File: config.mk
export PLATFORM = sky130hd
export DESIGN_NAME = systolic_operand_loader
export DESIGN_NICKNAME = d
export VERILOG_FILES = /design/src/rtl/systolic_operand_loader.sv
export SDC_FILE = /design/constraint.sdc
export NUM_CORES = 1
export LEC_CHECK = 0
export ABC_AREA = 1
export BUFFER_PORTS_ARGS = -buffer_cell sky130_fd_sc_hd__buf_2
export CORE_MARGIN = 1.5
export CORE_UTILIZATION = 57
export DETAILED_ROUTE_END_ITERATION = 10
export PLACE_DENSITY = 0.86
export SETUP_SLACK_MARGIN = 0.02
export SLEW_MARGIN = 15
export SYNTH_ARGS = -nofsm -noshare
export SYNTH_HDL_FRONTEND = slang
export SYNTH_SLANG_ARGS = --single-unit
export TNS_END_PERCENT = 10
File: constraint.sdc
create_clock -name clk -period 1.8 [get_ports clk]
set_input_delay 0.18 -clock clk [delete_from_list [all_inputs] [get_ports clk]]
set_output_delay 0.18 -clock clk [all_outputs]
set_load 0.005 [all_outputs]
File: src/rtl/systolic_operand_loader.sv
// Byte-serial loader: assembles one A and one B BF16 vector per 16-byte frame into a shadow buffer,
// then hands it to a double-buffered output register. Optional macro: SYSTOLIC_LOADER_BF16_FTZ_EN.
module systolic_operand_loader #(
  parameter int NELEM = 4,
  parameter int EW    = 16
) (
  input  logic                  clk,
  input  logic                  rst_n,
  input  logic                  ena,
  input  logic                  frame_clr,
  input  logic [7:0]            in_byte,
  input  logic                  in_valid,
  output logic                  in_ready,
  output logic [NELEM*EW-1:0]   a_vec,
  output logic [NELEM*EW-1:0]   b_vec,
  output logic                  out_valid,
  input  logic                  out_ready,
  output logic [3:0]            byte_idx
);

  localparam int BPE = EW / 8;
  localparam int FB  = 2 * NELEM * BPE;

  logic [7:0]          shadow_reg [FB];
  logic [3:0]          byte_idx_reg;
  logic                shadow_full_reg;
  logic                out_valid_reg;
  logic [NELEM*EW-1:0] a_vec_reg, b_vec_reg;
  logic [NELEM*EW-1:0] a_next, b_next;
  logic                xfer, accept, last_byte;

  assign xfer      = ena & shadow_full_reg & (~out_valid_reg | out_ready);
  assign in_ready  = ena & (~shadow_full_reg | xfer);
  assign accept    = in_valid & in_ready & ~frame_clr;
  assign last_byte = (byte_idx_reg == 4'(FB - 1));

  // Shadow bytes are MSB-first per element: A elements first, then B.
  for (genvar gi = 0; gi < NELEM; gi++) begin : g_elem
    logic [EW-1:0] a_elem, b_elem;
    for (genvar gj = 0; gj < BPE; gj++) begin : g_byte
      assign a_elem[EW-8*(gj+1) +: 8] = shadow_reg[gi*BPE + gj];
      assign b_elem[EW-8*(gj+1) +: 8] = shadow_reg[NELEM*BPE + gi*BPE + gj];
    end
`ifdef SYSTOLIC_LOADER_BF16_FTZ_EN
    // Zero exponent means denormal (or zero): keep sign, clear the rest.
    assign a_next[EW*gi +: EW] = (a_elem[EW-2:EW-9] == 8'd0) ? {a_elem[EW-1], {(EW-1){1'b0}}} : a_elem;
    assign b_next[EW*gi +: EW] = (b_elem[EW-2:EW-9] == 8'd0) ? {b_elem[EW-1], {(EW-1){1'b0}}} : b_elem;
`else
    assign a_next[EW*gi +: EW] = a_elem;
    assign b_next[EW*gi +: EW] = b_elem;
`endif
  end

  always_ff @(posedge clk or negedge rst_n) begin
    if (!rst_n) begin
      for (int i = 0; i < FB; i++) shadow_reg[i] <= 8'd0;
      byte_idx_reg    <= 4'd0;
      shadow_full_reg <= 1'b0;
      out_valid_reg   <= 1'b0;
      a_vec_reg       <= '0;
      b_vec_reg       <= '0;
    end else if (ena) begin
      if (frame_clr) begin
        // Abort wins over accept and transfer; the consumer handshake still completes.
        byte_idx_reg    <= 4'd0;
        shadow_full_reg <= 1'b0;
        if (out_valid_reg && out_ready) out_valid_reg <= 1'b0;
      end else begin
        if (accept) begin
          shadow_reg[byte_idx_reg] <= in_byte;
          byte_idx_reg             <= last_byte ? 4'd0 : byte_idx_reg + 4'd1;
        end
        if (accept && last_byte) shadow_full_reg <= 1'b1;
        else if (xfer)           shadow_full_reg <= 1'b0;
        if (xfer) begin
          a_vec_reg     <= a_next;
          b_vec_reg     <= b_next;
          out_valid_reg <= 1'b1;
        end else if (out_valid_reg && out_ready) begin
          out_valid_reg <= 1'b0;
        end
      end
    end
  end

  assign a_vec     = a_vec_reg;
  assign b_vec     = b_vec_reg;
  assign out_valid = out_valid_reg;
  assign byte_idx  = byte_idx_reg;

endmodule

[Word-level counts from Yosys, hierarchy flattened]
Index checks and enable logic that the tools add are counted.
Operators by class
  add/subtract/negate cells: 1
  multiply operators: 0
  divide/modulo/power cells: 0
  magnitude comparators: 2
  equality and inequality tests: 1
  shift-type cells: 0
  mux-type cells: 12
  bitwise gates (word level): 11
  reductions and logical operators: 9
Operator list (number)
  $bwmux W128: 1
  $demux W8 S4: 1
  $mux W4: 3
  $mux W8: 1
  $mux W1: 6
  $reduce_and A3 Y1: 2
  $and A1 B1 Y1: 5
  $ge A5 B5 Y1 const B: 1
  $lt A5 B1 Y1 const B: 1
  $not A4 Y5: 1
  $add A4 B1 Y4 const B: 1
  $eq A4 B4 Y1 const B: 1
  $reduce_and A2 Y1: 2
  $logic_and A1 B1 Y1: 3
  $not A1 Y1: 3
  $reduce_bool A3 Y1: 1
  $or A1 B1 Y1: 2
  $reduce_bool A2 Y1: 1
Word-level totals
  register bits: 262
  bits in latches: 0
  memory bits (writable): 0
  memory bits (read-only): 0
  bits of input ports: 14
  output and inout port bits: 134
  memories: 0

[Logic depth before layout (Yosys ltp)]
  depth after elaboration: 10
  gate-level depth with buffers: 8
  depth with buffers taken out: 7

[Worst setup path after synthesis]
OpenSTA, ideal clock, no wires.
  kind: register to register
  from: register byte_idx_reg[0] (netlist: byte_idx[0])
  to: register shadow_reg (netlist bit b_next[47])
  setup time: 121 ps
  arrival: 1406 ps
  data required time: 1679 ps
  slack: 273 ps
  cell stages (with the launch flop): 8
  path buffers: 0
  period minus slack after synthesis: 1527 ps
  cells stage by stage: dfrtp_1 > inv_1 > ha_1 > inv_1 > nor2_2 > inv_1 > o21bai_1 > nand2_1
On the way
  word-level cells in the longest chain between the ends: 6
Ends and longest elaborated chain
  start, declared: line 25  | logic [3:0] byte_idx_reg;
  start signal, assigned: line 71  | byte_idx_reg <= last_byte ? 4'd0 : byte_idx_reg + 4'd1;
  $not A4 Y5 (implied by the code) *: line 70  | shadow_reg[byte_idx_reg] <= in_byte;
  $ge A5 B5 Y1 (implied by the code) / $lt A5 B1 Y1 (equally long branches): line 70
  $logic_and A1 B1 Y1 (implied by the code): line 70
  $mux W8 (implied by the code): line 70
  $demux W8 S4 *: line 70
  $bwmux W128 *: line 70
  end signal, assigned by index: line 70
  end, declared: line 24  | logic [7:0] shadow_reg [FB];
Mark *: on every way between the ends. The rest lies on a longest branch, timed or not.
A chain may end at the register's enable or synchronous reset.

[Worst setup path in the final report]
  from: register byte_idx_reg[0] (netlist: byte_idx[0])
  to: register shadow_reg (netlist bit b_next[13])
Same word-level chain as after synthesis.

==> results.py <==
metrics = {
    "clocking": {
        "root_buffer": "clkbuf_16",
        "clockBufferDepth": 3,
        "clk_latency_ps": 520,
        "clk_pin_slew_ps": 60,
        "cts_setup_buffers": 0,
        "clock_sinks": 262,
        "cts_tree": "done",
        "htreeDepth": 1,
        "cts_buffers": 27,
    },
    "grt": {
        "grt_pass1_vias": 8269,
        "antenna_found_initial": 1,
        "grt_pass1_wl_um": 42700,
        "track_usage_pct": 26.6,
        "grt-ovfl-total": 0,
        "grt_max_degree": 107,
    },
    "floorplan": {
        "num_io_pins": 148,
        "dieWidth_um": 142,
        "start_util_pct": 58.3,
        "die_h_um": 142,
        "rows": 50,
        "coreArea_mm2": 0.0188,
        "die-area_mm2": 0.0201,
    },
    "min_path": {
        "hp-class": "input port to flop",
    },
    "sta": {
        "rsz0062_at_grt": "yes",
        "setup_violations": 0,
        "timing.fmax_ghz": 0.608,
        "period_needed_ps": 1640,
        "slew_headroom_pct": 58.0,
        "hold_viol": 0,
        "layout_setup_ws_ps": 156,
        "worst_slew_pin_slew_ps": 630,
        "min_period_over_period_pct": 91.3,
        "fin_worst_skew_ps": 17.2,
        "drv_slew": 0,
        "setup_tns_ps": 0,
    },
    "setup_path": {
        "critPathLaunchType": "flop",
        "reg2reg_slack_ps": 160,
        "crit_required_ps": 2250,
        "critical_path_class": "flop to flop",
        "cp-end-kind": "flop",
        "arrival_ps": 2100,
        "cp_max_fo": 9,
    },
    "cells_and_area": {
        "synthToLayoutAreaGrowth_pct": 17.4,
        "fin_nets": 1326,
        "design_area_mm2": 0.0129,
        "final_common_cell": "nand2_1",
        "final_cell_mix": "275 x nand2_1, 262 x dfrtp_1, 148 x inv_1",
        "fin_util_pct": 68.5,
        "layout-drive-gt1-share_pct": 17.2,
        "final.fill_count": 1418,
    },
    "pwr": {
        "p_seq_share_pct": 48.1,
        "switching_share_pct": 24.6,
        "p_leak_uw": 0.00664,
        "p_int_uw": 10600,
        "clockPowerShare_pct": 40.0,
        "switchingPower_uw": 3470,
        "comb_power_share_pct": 11.9,
        "peakVddDrop_uv": 734,
        "power_density_mw_per_mm2": 1090,
    },
    "synth": {
        "ys_ff_latch": 262,
        "syn_nets": 1205,
        "synth_cell_types": 19,
        "synth_simple_gate_area_share_pct": 16.6,
        "avgSynthCellArea_um2": 9.26,
        "synth_fa_ha_area_share_pct": 0.456,
        "netlist.area_leader.share_pct": 59.7,
        "syn_area_mm2": 0.0110,
        "synth_xor_area_share_pct": 0.0797,
        "syn_inst": 1187,
        "synth.yosys.seq_area_share_pct": 59.7,
        "synth-compound-area-share_pct": 14.8,
        "synth_mux_area_share_pct": 0,
        "yosys-top-cells-area": "dfrtp_1 60%, nand2_1 9.4%, o21bai_1 8.7%",
        "synth_top_family_by_area": "simple AND/OR/NAND/NOR gates",
        "synth_warnings": 0,
        "synth_top_area_cell": "dfrtp_1",
    },
    "routing": {
        "first_iter_violations": 642,
        "wl_um": 26000,
        "dr.pass1.iters": 7,
        "via_count": 8572,
        "post_drt_wl_per_cell_um": 16.4,
        "remaining_drc_errors": 0,
        "via_per_inst": 5.40,
        "ant_nets": 0,
    },
    "place": {
        "port_buffers": 147,
        "place_ws_ps": 98.4,
        "gp_congestion": 0.841,
        "placed_area_mm2": 0.0120,
        "dpl.hpwl_um": 15800,
    },
    "status": {
        "outcome": "completed",
    },
    "run": {
        "drv_cap": 0,
    },
}
## worst max-delay path: stages, from the launching register on
cell	delay (ps)
dfrtp_1	440
inv_1	130
ha_1	290
nand2_1	290
inv_2	240
nand3_1	110
nand2_1	90
## cell usage after synthesis, drive strengths merged
master	count
nand3	135
nand2	285
ha	4
dfrtp	262
nand4	1
o21ai	131
inv	155
o22ai	1
xnor2	1
nor2	9
clkbuf	34
o21bai	128
buf	40
clkinv	1
## worst paths after layout
| check | start | cells after the start | to |
|---|---|---|---|
| max | byte_idx[0] | 6 | b_next[13] |
| min | ena | 3 | out_valid |
| max reg2reg | byte_idx[0] | 6 | b_next[13] |
| min reg2reg | a_vec[12] | 2 | a_vec[12] |
| max in group asynchronous | rst_n | 3 | b_vec[12] |
| min in group asynchronous | rst_n | 2 | a_next[37] |
## kinds of logic after synthesis
group | Yosys count
simple gates | 430
compound gates | 260
fa+ha+maj | 4
flops | 262
buf+inv | 230
xor+xnor | 1
## what timing repair did
| item | CTS | global route |
|---|---|---|
| setup endpoints to repair | 0 | 56 |
| gates resized for setup | 0 | 1 |
| hold endpoints to repair | 59 | 0 |
| hold buffers | 1 | 0 |
## through the flow
step | cells | hold slack [ps] | total power [µW]
after floorplan | 1187 | -116 | 7800
after global placement | 1538 | 188 | 8440
after detailed placement | 1538 | 192 | 8520
after CTS | 1585 | 3.89 | 14200
after global routing | 1586 | 24.2 | 14700
final | 1586 | 13.5 | 14100
## cell type report
class,instances,area (µm²),share of cell area [%]
sequential,262,6560,50.8
tap,260,325,2.52
clock buffer,35,736,5.70
antenna,1,2.50,0.0194
inverter,156,586,4.54
timing repair buffer,166,1020,7.90
multi-input combinational,695,3520,27.3
clock inverter,11,158,1.22
## layer usage
layer	part of all wire, %	vias up	GRT usage (%)
li1	-	4026	-
met1	43	4150	37.3
met2	47	322	42.4
met3	7.1	74	4.15
met4	3.4	0	9.66
met5	0	-	0
## power groups by stage
stage               Combinational (µW)  Sequential, µW  Clock, µW
detailed placement                1660            6870          0
global route                      1910            6830       5960
CTS                               1690            6770       5710
global placement                  1590            6840          0
finish                            1680            6770       5640
floorplan                          954            6850          0
(Power assumes the default switching activity.)
